<file path="src/rtl/nibble_serial_adder.sv">
// Nibble-serial adder: one 4-bit ripple-carry slice reused over NIBBLES clocks,
// LS nibble first, carry held in a register between nibbles.

module adder4 (
  input  logic [3:0] a,
  input  logic [3:0] b,
  input  logic       cin,
  output logic [3:0] s,
  output logic       cout
);
  logic [4:0] c;

  assign c[0] = cin;

  generate
    for (genvar gi = 0; gi < 4; gi++) begin : g_fa
      assign s[gi]   = a[gi] ^ b[gi] ^ c[gi];
      assign c[gi+1] = (a[gi] & b[gi]) | (c[gi] & (a[gi] ^ b[gi]));
    end
  endgenerate

  assign cout = c[4];
endmodule

module nibble_serial_adder #(
  parameter int NIBBLES = 4
) (
  input  logic                 clk,
  input  logic                 rst,
  input  logic                 in_valid,
  output logic                 in_ready,
  input  logic [4*NIBBLES-1:0] op_a,
  input  logic [4*NIBBLES-1:0] op_b,
  input  logic                 cin,
  output logic                 out_valid,
  input  logic                 out_ready,
  output logic [4*NIBBLES-1:0] sum,
  output logic                 cout,
  output logic                 ovf
);
  localparam int W  = 4 * NIBBLES;
  localparam int CW = (NIBBLES > 1) ? $clog2(NIBBLES) : 1;

  typedef enum logic [1:0] {IDLE, ADD, DONE} state_t;

  state_t          state_reg, state_next;
  logic [W-1:0]    a_reg, b_reg;
  logic            carry_reg;
  logic [CW-1:0]   cnt_reg;
  logic            a_msb_reg, b_msb_reg;
  logic [W-1:0]    sum_reg;
  logic            cout_reg, ovf_reg;

  logic [3:0]      add_s;
  logic            add_cout;
  logic [W-1:0]    acc_shift;
  logic            last_nibble;
  logic            accept;

  adder4 u_adder4 (
    .a    (a_reg[3:0]),
    .b    (b_reg[3:0]),
    .cin  (carry_reg),
    .s    (add_s),
    .cout (add_cout)
  );

  assign accept      = in_valid && (state_reg == IDLE);
  assign last_nibble = (cnt_reg == CW'(NIBBLES - 1));

  // Partial sum keeps only the upper W-4 bits; the lowest slot is always the
  // nibble being produced this cycle, so it never needs storage.
  generate
    if (NIBBLES == 1) begin : g_acc_none
      assign acc_shift = add_s;
    end else begin : g_acc
      logic [W-5:0] acc_reg;
      assign acc_shift = {add_s, acc_reg};
      always_ff @(posedge clk) begin
        if (rst || accept) begin
          acc_reg <= '0;
        end else if (state_reg == ADD) begin
          acc_reg <= acc_shift[W-1:4];
        end
      end
    end
  endgenerate

  always_ff @(posedge clk) begin
    if (rst) begin
      state_reg <= IDLE;
    end else begin
      state_reg <= state_next;
    end
  end

  always_comb begin
    state_next = state_reg;
    case (state_reg)
      IDLE:    if (in_valid) state_next = ADD;
      ADD:     if (last_nibble) state_next = DONE;
      DONE:    if (out_ready) state_next = IDLE;
      default: state_next = IDLE;
    endcase
  end

  always_ff @(posedge clk) begin
    if (rst) begin
      a_reg     <= '0;
      b_reg     <= '0;
      carry_reg <= 1'b0;
      cnt_reg   <= '0;
      a_msb_reg <= 1'b0;
      b_msb_reg <= 1'b0;
      sum_reg   <= '0;
      cout_reg  <= 1'b0;
      ovf_reg   <= 1'b0;
    end else begin
      if (accept) begin
        a_reg     <= op_a;
        b_reg     <= op_b;
        carry_reg <= cin;
        cnt_reg   <= '0;
        a_msb_reg <= op_a[W-1];
        b_msb_reg <= op_b[W-1];
      end else if (state_reg == ADD) begin
        a_reg     <= a_reg >> 4;
        b_reg     <= b_reg >> 4;
        carry_reg <= add_cout;
        cnt_reg   <= cnt_reg + CW'(1);
        // Result registers only change on the final nibble so they hold
        // the previous result through IDLE and ADD.
        if (last_nibble) begin
          sum_reg  <= acc_shift;
          cout_reg <= add_cout;
          ovf_reg  <= (a_msb_reg == b_msb_reg) && (add_s[3] != a_msb_reg);
        end
      end
    end
  end

  assign in_ready  = (state_reg == IDLE);
  assign out_valid = (state_reg == DONE);
  assign sum       = sum_reg;
  assign cout      = cout_reg;
  assign ovf       = ovf_reg;
endmodule

</file>
<file path="config.mk">
export PLATFORM = sky130hd
export DESIGN_NAME = nibble_serial_adder
export DESIGN_NICKNAME = d
export VERILOG_FILES = /design/src/rtl/nibble_serial_adder.sv
export SDC_FILE = /design/constraint.sdc
export NUM_CORES = 1
export LEC_CHECK = 0
export CAP_MARGIN = 20
export CORE_MARGIN = 4
export CORE_UTILIZATION = 46
export CTS_CLUSTER_DIAMETER = 200
export DETAILED_ROUTE_END_ITERATION = 10
export DONT_BUFFER_PORTS = 1
export PLACE_DENSITY_LB_ADDON = 0.05
export SLEW_MARGIN = 20
export SYNTH_ARGS = -nofsm -noshare
export SYNTH_HDL_FRONTEND = slang
export SYNTH_SLANG_ARGS = --single-unit
</file>
<file path="constraint.sdc">
create_clock -name clk -period 7.52 [get_ports clk]
set_clock_uncertainty 0.1 [all_clocks]
set_input_delay 0.752 -clock clk [delete_from_list [all_inputs] [get_ports clk]]
set_output_delay 0.752 -clock clk [all_outputs]
set_load 0.02 [all_outputs]
</file>
* Word-level counts from Yosys, hierarchy flattened *
Cells that the tools add are included.

word-level totals
  flip-flop bits (word level) = 69
  logic and storage cells = 59
  bits of input ports = 37
  output and inout port bits = 20

operators by class
  $add $sub $neg = 1
  mux-type cells = 10
  equality and inequality tests = 8
  bitwise gates (word level) = 21
  reductions and logical operators = 8

operators with widths
  cell                 count
  $mux 16              4
  $and 1x1->1          8
  $xor 1x1->1          8
  $mux 2               3
  $pmux 2 s3           1
  $reduce_and 3->1     2
  $eq 2x2->1 const B   2
  $ne 2x2->1 const B   2
  $or 1x1->1           4
  $add 2x1->2 const B  1
  $eq 2x1->1 const B   1
  $logic_and 1x1->1    2
  $logic_not 2->1      1
  $mux 1               2
  $ne 2x1->1 const B   1
  $reduce_bool 2->1    1
  $reduce_or 2->1      1
  $eq 1x1->1           1
  $logic_or 1x1->1     1
  $ne 1x1->1           1
  $not 1->1            1

* Longest topological paths before layout *
  word-level depth = 11
  gate-level depth with buffers = 10
  depth with buffers taken out = 10

* Cells and area by module *
A second synthesis with hierarchy kept.

unflattened totals
  cell total of the unflattened synthesis = 343
  area total of the unflattened synthesis = 2924.1 sq um

modules (own cells, without submodules)
  module               seq. area each (sq um)  cells each  area an instance (sq um)  instances
  nibble_serial_adder  1381.3                  329         2806.4                    1
  adder4               0.0                     14          117.6                     1

* Least setup slack after synthesis *
No wires, ideal clock.

  path type = reg2reg
  start point = reg a_reg[0]
  end point = reg ovf_reg, in the netlist ovf
  stages on the path, launching flop included = 10
  setup time = 0.091 ns
  required time = 7.329 ns
  setup slack = 4.974 ns
  arrival time = 2.355 ns
  buffers on the path = 0
  period minus slack after synthesis = 2.546 ns
  cell sequence = dfxtp_1 -> fa_1 -> inv_1 -> fa_1 -> inv_1 -> fa_1 -> inv_1 -> fa_1 -> or3_1 -> a311oi_1

on the way
  word-level cells in the longest chain between the ends = 10
  elaborated cells on any way between the ends = 11
  those cells by class = eq/ne: 1; bitwise: 9; reduce/logical: 1

RTL lines
  what                    RTL line  text
  from (decl)             47        logic [W-1:0] a_reg, b_reg;
  from (signal assigned)  120       a_reg <= op_a;
  from (signal assigned)  127       a_reg <= a_reg >> 4;
  $xor 1x1->1             18        assign c[gi+1] = (a[gi] & b[gi]) | (c[gi] & (a[gi] ^ b[gi]));
  $and 1x1->1             18
  $or 1x1->1 (*)          18
  $and 1x1->1 (*)         18
  $or 1x1->1 (*)          18
  $and 1x1->1 (*)         18
  $or 1x1->1 (*)          18
  $xor 1x1->1 (*)         17        assign s[gi] = a[gi] ^ b[gi] ^ c[gi];
  $ne 1x1->1 (*)          136       ovf_reg <= (a_msb_reg == b_msb_reg) && (add_s[3] != a_msb_reg);
  $logic_and 1x1->1 (*)   136
  to (signal assigned)    136
  to (decl)               52        logic cout_reg, ovf_reg;

Every way passes the cells marked *; elsewhere a longest branch is shown, timed or not.
A chain may end at the register's enable or synchronous reset.

* Worst setup path in the final report *
Same ends and word-level chain as after synthesis.

==> flow_summary_export.csv <==
group,metric,value,unit
run_status,status,"finished clean",
cells_and_area,nets,365,
global_route,grt.busiest_layer,"met2",
place,hpwl,4000,um
worst_setup_path,cp-end-kind,"register",
worst_setup_path,crit_arrival,2.78,ns
min_path,holdPathStages,2,
floorplanning,die_w,86.6,um
worst_setup_path,crit_path_start,"a_reg[0]$_SDFFE_PP0P_",
detailed_routing,avgViaCountPerCell,5.42,
detailed_routing,drt_pre_antenna_iters,4,
synthesis,synth_cells,336,
global_route,track_usage,17.8,%
clock_network,cts_hold_buf,0,
synthesis,yosys-top-cells-area,"dfxtp_1 49%, nand2_1 10%, a21oi_1 9.2%",
timing,hold_viol,0,
place,io_buffer_count,0,
worst_setup_path,critical_path_class,"reg2reg",
floorplanning,die_y,86.6,um
worst_setup_path,r2r_cells,9,
synthesis,yosysTopAreaCellShare,48.6,%
timing,relSlewSlack,34.2,%
clock_network,cts_buffer_depth,2,
timing,fin_crit_sh,34.9,%
timing,worst_hold_slack,0.345,ns
synthesis,syn_area_per_cell,8.46,sq um
timing,rsz0062_at_grt,"false",
synthesis,ys_types,35,
floorplanning,core,5960,sq um
cells_and_area,diodes,0,
timing,maxSlewViolCount,0,
clock_network,h-tree-depth,3,
global_route,grt_first_pass_wirelength,10500,um
power,p_leak,1.02,nW
synthesis,synth_flop_cell,"dfxtp_1",
floorplanning,fp-row-count,28,
cells_and_area,drive_above_1_share,7.03,%
min_path,hp-start,"g_acc.acc_reg[2]$_SDFFE_PP0P_",
synthesis,ys.warnings.count,0,
synthesis,ys_seq_area_share,48.6,%
run,cap_violations,0,
global_route,met3_usage,4.56,%
power,vdd_drop_max,0.116,mV
min_path,worstHoldPathType,"reg2reg",
global_route,antenna_found_initial,0,
global_route,grt_pass1_vias,2206,
detailed_routing,wirelength,6150,um
worst_setup_path,cp_data_required_time,7.68,ns
cells_and_area,fillers,610,
worst_setup_path,r2r-start,"a_reg[0]$_SDFFE_PP0P_",
synthesis,synth_edf_count,0,
global_route,grt_overflow,0,
timing,finalSetupViolations,0,
detailed_routing,drtIter0Drc,83,
synthesis,ys_ff_latch,69,
floorplanning,ioPinCount,57,
clock_network,cts_made_buffers,9,
cells_and_area,syn_to_final_growth,4.80,%
global_route,grt_max_degree,57,
cells_and_area,multiInputGateArea,1260,sq um
synthesis,syn-num-nets,378,
clock_network,cts_root_buf,"clkbuf_8",
timing,period_needed,2.62,ns
place,gp_congestion,0.751,
floorplanning,die_area,7500,sq um
detailed_routing,post-route-drc-count,0,
clock_network,cts_tree,"yes",
clock_network,clk-insertion-delay-late,0.34,ns
floorplanning,initial_utilization,47.7,%
worst_setup_path,critPathMaxFanout,4,
detailed_routing,wl_per_cell,15.3,um
clock_network,clkSinkCount,69,
clock_network,cts_resized,0,
synthesis,synth_top_cell_by_area,"dfxtp_1",
detailed_routing,ant_nets,0,
clock_network,post_cts_buffers,0,
timing,timing.fmax,0.381,GHz
cells_and_area,register_area,1380,sq um
global_route,use_met1,21.4,%
worst_setup_path,cp-start-kind,"register",
timing,finalSetupTns,0,ns
power,power.density,259,nW/um^2
synthesis,syn-cell-area,2840,sq um
global_route,use_met2,29.9,%
timing,tightest_slew,0.985,ns
detailed_routing,dr_total_vias,2179,
synthesis,synth-async-reset-ratio,0,%
clock_network,clk_pin_slew,0.07,ns
[worst max-delay path: stages (launching register included)]
cell,delay (ns)
dfxtp_1,0.33
fa_1,0.41
inv_1,0.07
fa_1,0.15
inv_1,0.05
fa_1,0.35
inv_1,0.07
fa_1,0.45
or3_1,0.32
a311oi_1,0.24
[final cells by class]
cell class                      instances  share of cell area, %
Sequential cell                        69                   46.4
Multi-Input combinational cell        232                   42.2
Clock buffer                           11                   5.08
Tap cell                               75                   3.15
Clock inverter                          4                   1.60
Inverter                                9                   1.13
Timing Repair Buffer                    2                  0.504
[power breakdown]
part / leakage, nW / switching, mW / internal [mW] / total (mW)
Clock: 0.101 / 0.134 / 0.168 / 0.302
Sequential: 0.564 / 0.0123 / 0.384 / 0.396
Combinational: 0.353 / 0.0440 / 0.0284 / 0.0724
[path summary, 6_finish.rpt]
| path | to | slack, ns |
|---|---|---|
| max reg2reg | ovf$_SDFFE_PP0P_ | 4.90 |
| min reg2reg | sum[2]$_SDFFE_PP0P_ | 0.35 |
| min | sum[2]$_SDFFE_PP0P_ | 0.35 |
| max | ovf$_SDFFE_PP0P_ | 4.90 |
[per-layer routing]
layer	share of wire, %	vias to the layer above
li1	-	1111
met1	45	1012
met2	48	47
met3	6.1	9
met4	0.99	0
met5	0	-
[cell usage after synthesis (2+ instances only)]
library cell	count
a211oi_1	25
a21oi_1	52
a221oi_1	4
buf_2	7
buf_4	9
buf_6	3
clkbuf_1	6
dfxtp_1	69
fa_1	4
inv_1	8
nand2_1	79
nand2b_1	2
nand3_1	7
nor2_1	33
nor2b_1	2
o22ai_1	4
o2bb2ai_1	4
[cells by family (layout without fill, tap and decap cells)]
logic type / Yosys count / in the layout / share of synthesized area, %
AND/OR/NAND/NOR: 131 / 131 / 19.6
XOR/XNOR: 1 / 1 / 0.308
buffers and inverters: 35 / 26 / 7.31
flip-flops: 69 / 69 / 48.6
adder cells (fa/ha/maj): 5 / 5 / 3.26
AO/OA/AOI/OAI: 95 / 95 / 20.9
[placed cells by master (no fill, tap or decap), types with 4 or more instances in the layout]
cell       synthesis  layout
clkbuf_8           0      11
a211oi_1          25      25
dfxtp_1           69      69
fa_1               4       4
nand2_1           79      79
a221oi_1           4       4
nor2_1            33      33
inv_1              8       8
o22ai_1            4       4
nand3_1            7       7
o2bb2ai_1          4       4
a21oi_1           52      52
[through the flow]
step	cell area (sq um)	std cells	power [mW]	worst slack, ns	util, %
after global routing	2980	402	0.809	4.74	50.0
final	2980	402	0.771	4.90	50.0
after global placement	2780	387	0.477	4.92	46.7
after CTS	2980	402	0.780	4.88	50.0
after detailed placement	2780	387	0.478	4.89	46.7
after floorplan	2840	336	0.471	4.97	-
Note: power is estimated with default switching activity, not from simulation.
